### src/rtl/display_scan_ctrl.sv
`default_nettype none
// ============================================================================
// Module   : display_scan_ctrl
// Purpose  : Binary -> 4-digit BCD via iterative double-dabble, then time-
//            multiplexed onto a 6-bit BCD bus with active-low anode selects.
//            Optional macro: LEADING_ZERO_BLANK_EN (dark leading-zero digits).
// Revision : 1.0  initial release
// ============================================================================
module display_scan_ctrl #(
    parameter int WIDTH       = 14,
    parameter int REFRESH_DIV = 50000
) (
    input  logic             clk,
    input  logic             rst_n,
    input  logic [WIDTH-1:0] value,
    output logic [5:0]       bcd,
    output logic [3:0]       an,
    output logic             busy,
    output logic             ovf
);

    localparam int c_cnt_w = $clog2(WIDTH + 1);
    localparam int c_ref_w = (REFRESH_DIV > 1) ? $clog2(REFRESH_DIV) : 1;

    localparam logic [WIDTH-1:0]   c_max      = WIDTH'(9999);
    localparam logic [c_cnt_w-1:0] c_cnt_last = c_cnt_w'(WIDTH - 1);
    localparam logic [c_ref_w-1:0] c_ref_last = c_ref_w'(REFRESH_DIV - 1);

    typedef enum logic [1:0] {
        S_IDLE  = 2'd0,
        S_SHIFT = 2'd1,
        S_LOAD  = 2'd2
    } state_t;

    state_t             r_state;
    state_t             w_state_next;
    logic               w_busy;
    logic               w_start;
    logic               w_over;

    logic [WIDTH-1:0]   r_last_val;
    logic [WIDTH-1:0]   r_shreg;
    logic [15:0]        r_bcd_acc;
    logic [15:0]        w_adj;
    logic [c_cnt_w-1:0] r_cnt;
    logic               r_ovf_n;
    logic [15:0]        r_digit;
    logic               r_ovf;
    logic [3:0]         r_blank;
    logic [3:0]         w_blank;

    logic [c_ref_w-1:0] r_refresh;
    logic [1:0]         r_sel;
    logic [1:0]         w_sel_next;
    logic               w_wrap;
    logic [3:0]         w_digit_sel;
    logic [3:0]         r_an;
    logic [5:0]         r_bcd;

    // ------------------------------------------------------------------
    // Converter FSM
    // ------------------------------------------------------------------
    always_ff @(posedge clk or negedge rst_n) begin
        if (!rst_n) begin
            r_state <= S_IDLE;
        end else begin
            r_state <= w_state_next;
        end
    end

    always_comb begin
        w_state_next = r_state;
        w_busy       = 1'b0;
        case (r_state)
            S_IDLE: begin
                if (w_start) begin
                    w_state_next = S_SHIFT;
                end
            end
            S_SHIFT: begin
                w_busy = 1'b1;
                if (r_cnt == c_cnt_last) begin
                    w_state_next = S_LOAD;
                end
            end
            S_LOAD: begin
                w_busy       = 1'b1;
                w_state_next = S_IDLE;
            end
            default: begin
                w_state_next = S_IDLE;
            end
        endcase
    end

    assign w_start = (r_state == S_IDLE) && (value != r_last_val);
    assign w_over  = (32'(value) > 32'd9999);

    // Add-3 correction applied to every nibble before each shift.
    for (genvar k = 0; k < 4; k++) begin : g_add3
        assign w_adj[4*k +: 4] = (r_bcd_acc[4*k +: 4] >= 4'd5)
                               ? r_bcd_acc[4*k +: 4] + 4'd3
                               : r_bcd_acc[4*k +: 4];
    end

`ifdef LEADING_ZERO_BLANK_EN
    // A digit is dark when it and every more-significant digit are zero.
    always_comb begin
        w_blank    = 4'b0000;
        w_blank[3] = (r_bcd_acc[15:12] == 4'd0);
        w_blank[2] = w_blank[3] && (r_bcd_acc[11:8] == 4'd0);
        w_blank[1] = w_blank[2] && (r_bcd_acc[7:4]  == 4'd0);
    end
`else
    assign w_blank = 4'b0000;
`endif

    always_ff @(posedge clk or negedge rst_n) begin
        if (!rst_n) begin
            r_last_val <= '0;
            r_shreg    <= '0;
            r_bcd_acc  <= '0;
            r_cnt      <= '0;
            r_ovf_n    <= 1'b0;
            r_digit    <= '0;
            r_ovf      <= 1'b0;
            r_blank    <= '0;
        end else begin
            case (r_state)
                S_IDLE: begin
                    if (w_start) begin
                        r_last_val <= value;
                        r_shreg    <= w_over ? c_max : value;
                        r_ovf_n    <= w_over;
                        r_bcd_acc  <= '0;
                        r_cnt      <= '0;
                    end
                end
                S_SHIFT: begin
                    r_bcd_acc <= {w_adj[14:0], r_shreg[WIDTH-1]};
                    r_shreg   <= {r_shreg[WIDTH-2:0], 1'b0};
                    r_cnt     <= r_cnt + 1'b1;
                end
                S_LOAD: begin
                    r_digit <= r_bcd_acc;
                    r_ovf   <= r_ovf_n;
                    r_blank <= w_blank;
                end
                default: begin
                    r_cnt <= '0;
                end
            endcase
        end
    end

    // ------------------------------------------------------------------
    // Digit scan: free-running, only observes the committed digit regs
    // ------------------------------------------------------------------
    assign w_wrap     = (r_refresh == c_ref_last);
    assign w_sel_next = r_sel + 2'd1;

    always_comb begin
        w_digit_sel = r_digit[3:0];
        case (w_sel_next)
            2'd0:    w_digit_sel = r_digit[3:0];
            2'd1:    w_digit_sel = r_digit[7:4];
            2'd2:    w_digit_sel = r_digit[11:8];
            default: w_digit_sel = r_digit[15:12];
        endcase
    end

    always_ff @(posedge clk or negedge rst_n) begin
        if (!rst_n) begin
            r_refresh <= '0;
            r_sel     <= 2'd0;
            r_an      <= 4'b1110;
            r_bcd     <= 6'h00;
        end else if (w_wrap) begin
            r_refresh <= '0;
            r_sel     <= w_sel_next;
            r_an      <= r_blank[w_sel_next] ? 4'b1111 : ~(4'b0001 << w_sel_next);
            r_bcd     <= {2'b00, w_digit_sel};
        end else begin
            r_refresh <= r_refresh + 1'b1;
        end
    end

    assign an   = r_an;
    assign bcd  = r_bcd;
    assign busy = w_busy;
    assign ovf  = r_ovf;

endmodule
`default_nettype wire

### config.mk
export PLATFORM = sky130hd
export DESIGN_NAME = display_scan_ctrl
export DESIGN_NICKNAME = d
export VERILOG_FILES = /design/src/rtl/display_scan_ctrl.sv
export SDC_FILE = /design/constraint.sdc
export NUM_CORES = 1
export LEC_CHECK = 0
export CORE_MARGIN = 2
export CORE_UTILIZATION = 40
export DETAILED_ROUTE_END_ITERATION = 8
export PLACE_DENSITY_LB_ADDON = 0.3
export RECOVER_POWER = 25
export SYNTH_ARGS = -nofsm -noshare
export SYNTH_HDL_FRONTEND = slang
export SYNTH_SLANG_ARGS = --single-unit
### constraint.sdc
create_clock -name clk -period 2.9 [get_ports clk]
set_clock_uncertainty 0.2 [all_clocks]
set_input_delay 0.58 -clock clk [delete_from_list [all_inputs] [get_ports clk]]
set_output_delay 0.58 -clock clk [all_outputs]
set_load 0.005 [all_outputs]
Word level (Yosys, flattened, before mapping). Index checks and enable logic that the tools add are counted.

Register bits after elaboration: 94. Input port bits: 16. Output and inout port bits: 12. Word-level logic and storage cells: 66.

Add/sub/neg operators: 7. Magnitude comparators: 6. Equal/unequal tests: 9. Shift-type cells: 1. Mux-type cells: 20. Bitwise logic cells: 2. Reductions and logical operators: 9.

Operators with widths (count): $mux 16 (2); $pmux 16 s2 (1); $mux 14 (2); $pmux 14 s2 (1); $pmux 4 s3 (2); $mux 4 (5); $add 16x1->16 const B (1); $eq 16x16->1 const B (1); $ge 4x3->1 const B (4); $gt 14x14->1 const B (1); $ne 14x14->1 (1); $add 4x2->4 const B (3); $reduce_and 2->1 (4); $add 4x1->4 const B (1); $eq 2x1->1 const B (2); $eq 2x2->1 const B (2); $eq 4x4->1 const B (1); $logic_not 2->1 (2); $mux 2 (2); $ne 2x2->1 const B (2); $not 4->4 (1); $pmux 2 s2 (1); $shl 1x2->4 const A (1); $add 3x2->3 const B (1); 9 further kinds (10).

Logic depth before layout (Yosys ltp). Gate-level depths: netlist (run 1).

Depth after elaboration: 4. Gate-level depth with buffers: 9. Depth with buffers taken out: 7.

Least setup slack after synthesis (run 1). No wires, ideal clock.

Kind: flip-flop to flip-flop. Start: register r_state[0]. End: register r_shreg[10]. Setup time: 0.125 ns. Data arrival time: 1.916 ns. Required time: 2.575 ns. Path slack: 0.659 ns. Stages on the path, launching flop included: 10. Path buffers: 3. Clock period less this slack: 2.241 ns. Cells stage by stage: dfrtp_1 -> inv_1 -> ha_1 -> clkbuf_1 -> nor3b_1 -> and4_1 -> buf_4 -> nor2_4 -> buf_6 -> mux2_4.

Word-level cells in the longest chain between the ends: 4. Elaborated cells between the ends (all ways): 7. Classes of those cells: eq/ne (2); mux (1); reduce/logical (4).

RTL lines: start, declared (RTL line 35) `state_t r_state;`; start signal, assigned (RTL line 67) `r_state <= w_state_next;`; $logic_not 2->1 (RTL line 96, 129); $logic_and 1x1->1 (RTL line 96) `assign w_start = (r_state == S_IDLE) && (value != r_last_val);`; $ne 2x2->1 (no source line); $reduce_and 2->1 (no source line); end signal, assigned (RTL line 133) `r_shreg <= w_over ? c_max : value;`; end signal, assigned (RTL line 141) `r_shreg <= {r_shreg[WIDTH-2:0], 1'b0};`; end, declared (RTL line 42) `logic [WIDTH-1:0] r_shreg;`.

Several ways; a longest one is shown, not always the timed one. A chain may end at the register's enable or synchronous reset.

Worst setup path in the final report (run 1).
Start: input port value[3]. End: register r_bcd_acc[15].

Word-level cells in the longest chain between the ends: 4.

RTL lines: start, declared (RTL line 15) `input logic [WIDTH-1:0] value,`; $ne 14x14->1 (RTL line 96); $logic_and 1x1->1 (RTL line 96); $ne 2x2->1 (no source line); $reduce_and 2->1 (no source line); end signal, assigned (RTL line 140) `r_bcd_acc <= {w_adj[14:0], r_shreg[WIDTH-1]};`; end, declared (RTL line 43) `logic [15:0] r_bcd_acc;`.

No other way between the ends.

==> results of run 1 <==
-- worst min-delay path by stage --
stage / end / slack, ps / depth (start not counted)
3_5_place_dp: an[3] / 250 / 2
5_1_grt: an[3] / 290 / 2
6_report: an[3] / 270 / 2
4_1_cts: r_digit[15] / 100 / 2
3_3_place_gp: an[1] / 250 / 2
2_1_floorplan: an[0] / 80 / 0
-- area by class of cell --
| cell class | count | area [um2] | share of cell area |
|---|---|---|---|
| tap | 143 | 179 | 0.0323 |
| multi-input combinational | 283 | 2210 | 0.399 |
| inverter | 26 | 97.6 | 0.0176 |
| clock inverter | 6 | 66.3 | 0.0120 |
| clock buffer | 10 | 239 | 0.0431 |
| timing repair buffer | 43 | 395 | 0.0713 |
| sequential | 94 | 2360 | 0.425 |
-- critical path: stages --
cell             delay (ps)
clkdlybuf4s50_1         490
xor2_1                  200
nor4_2                  320
and4_1                  370
buf_4                   250
a2bb2oi_1               180
o21ai_0                 100
-- routing by layer --
layer	global-route usage	up-vias
li1	-	1547
met1	0.208	1563
met2	0.248	60
met3	0.0364	12
met4	0.0447	0
met5	0	-
-- cells in the final DEF, fill, tap and decap left out, types with 11 or more instances in the layout --
master           instances
dfrtp_1                 91
mux2_2                  32
nor2_1                  31
o21ai_0                 27
inv_1                   26
xor2_1                  25
clkdlybuf4s50_1         24
ha_1                    19
nand2_1                 16
buf_4                   16
nand3_1                 13
xnor2_1                 11
mux2_1                  11
-- synthesized netlist by cell type (2+ instances only) --
cell / count / area, um2
dfrtp_1: 91 / 2280
xor2_1: 25 / 219
a222oi_1: 4 / 40.0
mux2_1: 11 / 124
buf_4: 4 / 30.0
nand4_1: 5 / 31.3
dfstp_2: 3 / 78.8
o21ai_0: 27 / 135
mux2_2: 32 / 360
a2bb2oi_1: 10 / 87.6
a21oi_1: 6 / 30.0
nor4_2: 3 / 37.5
o22ai_1: 2 / 12.5
a21o_1: 2 / 15.0
o21bai_1: 2 / 15.0
nor3b_1: 3 / 22.5
nand2b_1: 5 / 31.3
nor4_1: 2 / 12.5
nor2b_1: 2 / 12.5
nor3_1: 4 / 20.0
a31o_2: 4 / 35.0
xnor2_1: 11 / 96.3
a2111oi_0: 2 / 17.5
nor2_1: 31 / 116
nand3_1: 13 / 65.1
inv_1: 26 / 97.6
and2_1: 4 / 25.0
o31ai_1: 10 / 75.1
or4_1: 3 / 22.5
and4_1: 2 / 17.5
nand2_1: 16 / 60.1
buf_2: 6 / 30.0
mux2_4: 5 / 75.1
ha_1: 19 / 238
clkbuf_1: 9 / 33.8
mux2i_1: 8 / 80.1
-- sequential cells by signal, summed over array words and instances, names as in the netlist --
register    count
ovf             1
r_sel           2
r_state         2
r_last_val     14
r_shreg        14
r_digit        16
bcd             4
an              4
r_refresh      16
r_cnt           4
r_bcd_acc      16
r_ovf_n         1
-- logic make-up after synthesis --
logic type,share of synthesized area
AOI/OAI and AO/OA,0.104
adders and majority gates,0.0500
xor gates and xnor gates,0.0663
and+or+nand+nor,0.106
buffers and inverters,0.0426
other,0.000788
DFF,0.495
muxes,0.134
-- stage by stage --
step | hold slack (ps) | area [um2]
detailed placement | 254 | 5250
global route | 288 | 5540
CTS | 103 | 5550
finish | 269 | 5540
floorplan | 84.4 | 4760
global placement | 251 | 5250
-- power groups by stage --
stage               clock (mW)  combinational (mW)  sequential [mW]
floorplan                    0                1.05             1.74
global placement             0                1.41             1.79
detailed placement           0                1.44             1.79
CTS                       1.24                1.44             1.77
global route              1.30                1.56             1.80
finish                    1.21                1.41             1.77
==> flow_metrics.env, run 1 <==
export IMPL_antenna_cells=0
export IMPL_tightest_slew_ps=1260
export IMPL_cap_violations=0
export IMPL_post_synth_cell_area_avg_um2=11.3
export IMPL_drive_gt1_frac=0.182
export IMPL_pwr_share_comb=0.321
export IMPL_synth_cell_area_mm2=0.00476
export IMPL_insertion_delay_ps=340
export IMPL_switching_share=0.312
export IMPL_place_inst=589
export IMPL_met2RoutedLength_mm=4.36
export IMPL_outcome="finished with violations"
export IMPL_reg2reg_to="r_bcd_acc[10]"
export IMPL_cts_buffers=9
export IMPL_setup_tns_ps=0
export IMPL_syn2layout_area_growth_pct=16.5
export IMPL_power_per_cell_area_mw_per_mm2=792
export IMPL_finalNetCount=492
export IMPL_relSlewSlack=0.158
export IMPL_cts_path_max_buffers=2
export IMPL_die_y_um=113
export IMPL_setup_viol=0
export IMPL_remaining_drc_errors=4
export IMPL_power_frac_clock=0.276
export IMPL_cts_reportedPaths_clkPinSlew_ps=70
export IMPL_synth_edf_count=0
export IMPL_n_fill_cell=1076
export IMPL_htree_num_levels=3
export IMPL_cts_tree="built"
export IMPL_synthFlopType="dfrtp_1"
export IMPL_p_leak_nw=2.46
export IMPL_grtUsageTotal=0.154
export IMPL_finalWorstSetupSlack_ps=422
export IMPL_worstRegToRegCells=6
export IMPL_root_buffer="clkbuf_16"
export IMPL_async_flop_share=1.00
export IMPL_grt_pass1_vias=3190
export IMPL_vias_per_cell=5.26
export IMPL_antenna_left=0
export IMPL_io_buffers=25
export IMPL_regToRegSetupSlack_ps=530
export IMPL_initial_utilization=0.413
export IMPL_cp_end_kind="flip-flop"
export IMPL_cts_setup_buffers=0
export IMPL_antenna_found_initial=0
export IMPL_worstPathMaxFanout=16
export IMPL_routed_top_layer="met4"
export IMPL_vias=3182
export IMPL_rows=39
export IMPL_wl_per_cell_um=15.1
export IMPL_core_area_mm2=0.0115
export IMPL_die_w_um=113
export IMPL_hold_viol=0
export IMPL_globalRoute_totalOverflow=0
export IMPL_syn_inst=422
export IMPL_cp_data_required_time_ps=2920
export IMPL_hold_buffers=0
export IMPL_fin_crit_sh=0.854
export IMPL_worstHoldStart="an[3]"
export IMPL_ys_warn_count=0
export IMPL_cp_start_kind="primary input"
export IMPL_drtIter0Drc=181
export IMPL_cp_startpoint="value[3]"
export IMPL_sequentialPowerShare=0.403
export IMPL_clock_fmax_ghz=0.404
export IMPL_p_total_mw=4.39
export IMPL_netSwitchingPower_mw=1.37
export IMPL_grt_pass1_wl_mm=15.8
export IMPL_period_needed_ps=2480
export IMPL_fp_dieArea_mm2=0.0128
export IMPL_wl_met1_mm=4.31
export IMPL_place_ws_ps=41.2
export IMPL_endpoint="r_bcd_acc[15]"
export IMPL_rsz0062_at_grt="false"
export IMPL_dr_pass1_iters=9
export IMPL_synth_seq_area_share=0.495
export IMPL_ys_seq_elements=94
export IMPL_wirelength_mm=9.12
export IMPL_cts_resized=0
export IMPL_worstPathArrival_ps=2500
export IMPL_irDropWorstVdd_uv=505
export IMPL_maxSlewViolCount=0
export IMPL_place_congestion=0.787
export IMPL_clock_sinks=94
export IMPL_final_cells=605
export IMPL_r2r_start="r_state[1]"
export IMPL_wl_met3_um=313
export IMPL_crit_type="in2reg"
export IMPL_synth_cell_types=46
export IMPL_hold_path_class="reg2reg"
export IMPL_grt_max_degree=95
export IMPL_internal_power_mw=3.02
export IMPL_violations="design-rule violations"
export IMPL_place_hpwl_mm=6.33
export IMPL_final_core_util=0.481
export IMPL_io_pins=28
(Power assumes the default switching activity.)
==> inputs of run 2 (changes only) <==
--- a/config.mk
+++ b/config.mk
@@ -6,8 +6,9 @@
 export NUM_CORES = 1
 export LEC_CHECK = 0
 export CORE_MARGIN = 2
-export CORE_UTILIZATION = 40
+export CORE_UTILIZATION = 60
 export DETAILED_ROUTE_END_ITERATION = 8
+export GPL_ROUTABILITY_DRIVEN = 0
 export PLACE_DENSITY_LB_ADDON = 0.3
 export RECOVER_POWER = 25
 export SYNTH_ARGS = -nofsm -noshare
==> run 2 against run 1 <==
  * The flow now finishes without violations
  * Clock-buffer cell count shrank 1
  * Sequential cell count is the same
  * Critical path type is now reg2reg
  * Critical path depth shrank 1
  * Total power shrank 8.1%
==> flow_metrics.env, run 2 (synthesized netlist as in run 1, its figures left out) <==
export IMPL_cts_buffers=9
export IMPL_io_pins=28
export IMPL_busiest_layer="met2"
export IMPL_cp_start_kind="flip-flop"
export IMPL_mostFrequentLayoutCell="dfrtp_1"
export IMPL_place_hpwl_mm=6.13
export IMPL_setup_tns_ps=0
export IMPL_cap_violations=0
export IMPL_regToRegSetupSlack_ps=370
export IMPL_worstRegToRegCells=6
export IMPL_vias_per_cell=5.74
export IMPL_regArea_mm2=0.00236
export IMPL_worstPathMaxFanout=15
export IMPL_period_needed_ps=2530
export IMPL_clock_sinks=94
export IMPL_fp_dieArea_mm2=0.00866
export IMPL_place_inst=549
export IMPL_globalRoute_totalOverflow=0
export IMPL_final_cells=565
export IMPL_wirelength_mm=8.87
export IMPL_cp_data_required_time_ps=2980
export IMPL_root_buffer="clkbuf_8"
export IMPL_place_ws_ps=47.7
export IMPL_antenna_cells=0
export IMPL_die_y_um=93.1
export IMPL_drive_gt1_frac=0.184
export IMPL_mostFrequentLayoutCells="dfrtp_1, mux2_2, nor2_1"
export IMPL_vias=3241
export IMPL_fin_crit_sh=0.871
export IMPL_htree_num_levels=3
export IMPL_remaining_drc_errors=0
export IMPL_outcome="finished clean"
export IMPL_finalWorstSetupSlack_ps=373
export IMPL_final_core_util=0.703
export IMPL_grt_use_met3=0.0371
export IMPL_insertion_delay_ps=360
export IMPL_antenna_found_initial=0
export IMPL_io_buffers=25
export IMPL_hold_buffers=0
export IMPL_rows=32
export IMPL_power_per_cell_area_mw_per_mm2=746
export IMPL_cts_setup_buffers=0
export IMPL_cts_reportedPaths_clkPinSlew_ps=100
export IMPL_grtUsageTotal=0.227
export IMPL_initial_utilization=0.619
export IMPL_drtIter0Drc=175
export IMPL_grt_use_met2=0.376
export IMPL_setup_viol=0
export IMPL_syn2layout_area_growth_pct=13.6
export IMPL_grt_max_degree=51
export IMPL_maxSlewViolCount=0
export IMPL_cts_tree="built"
export IMPL_grt_util_met1=0.308
export IMPL_antenna_left=0
export IMPL_finalNetCount=493
export IMPL_dr_pass1_iters=5
export IMPL_grt_pass1_wl_mm=15.6
export IMPL_clock_fmax_ghz=0.396
export IMPL_n_fill_cell=574
export IMPL_cts_path_max_buffers=2
export IMPL_rsz0062_at_grt="false"
export IMPL_tightest_slew_ps=1130
export IMPL_p_leak_nw=2.40
export IMPL_worstPathArrival_ps=2600
export IMPL_cp_end_kind="flip-flop"
export IMPL_r2r_start="r_state[1]"
export IMPL_grt_pass1_vias=3318
export IMPL_multi_input_area_mm2=0.00221
export IMPL_relSlewSlack=0.243
export IMPL_core_area_mm2=0.00769
export IMPL_reg2reg_to="r_bcd_acc[10]"
export IMPL_crit_type="reg2reg"
export IMPL_cts_resized=0
export IMPL_wl_per_cell_um=15.7
export IMPL_die_w_um=93.1
export IMPL_irDropWorstVdd_uv=564
export IMPL_top_regs="r_bcd_acc x16, r_digit x16, r_refresh x16"
export IMPL_hold_path_class="in2async"
export IMPL_hold_viol=0
[run 2: power breakdown]
part           total, mW  switching (mW)  internal [mW]
Sequential          1.77           0.180           1.59
Clock              0.841           0.508          0.333
Combinational       1.42           0.689          0.734
Total               4.03            1.38           2.65
[run 2: through the flow]
| stage | instance area, um2 | hold WS [ps] | total power [mW] |
|---|---|---|---|
| finish | 5400 | 230 | 4.03 |
| global route | 5400 | 297 | 4.29 |
| CTS | 5410 | 29.2 | 4.06 |
| detailed placement | 5220 | 256 | 3.22 |
| global placement | 5220 | 255 | 3.16 |
| floorplan | 4760 | 84.4 | 2.79 |
[run 2: layout make-up]
cell class	instances	area share
multi-input combinational	283	0.409
clock buffer	9	0.0229
sequential	94	0.436
clock inverter	7	0.0120
tap	102	0.0236
inverter	26	0.0181
timing repair buffer	44	0.0787
[run 2: worst max path at each step]
stage,from,to,slack [ps],cells past startpoint
after floorplan,r_state[0],r_shreg[10],660,9
after global placement,value[10],r_cnt[0],110,7
after detailed placement,value[10],r_bcd_acc[15],50,8
after CTS,r_state[1],r_bcd_acc[10],410,6
after global routing,r_state[1],r_bcd_acc[10],200,6
final,r_state[1],r_bcd_acc[10],370,6
[run 2: layer usage]
metal / up-vias / share of wire
li1: 1551 / -
met1: 1633 / 0.45
met2: 49 / 0.50
met3: 8 / 0.030
met4: 0 / 0.011
met5: - / 0
[run 2: worst max-delay path: stages (launching register included)]
cell and delay (ps):
dfrtp_1 410, inv_1 90, ha_1 450, inv_1 360, buf_4 300, a2111oi_0 430
o21bai_1 190
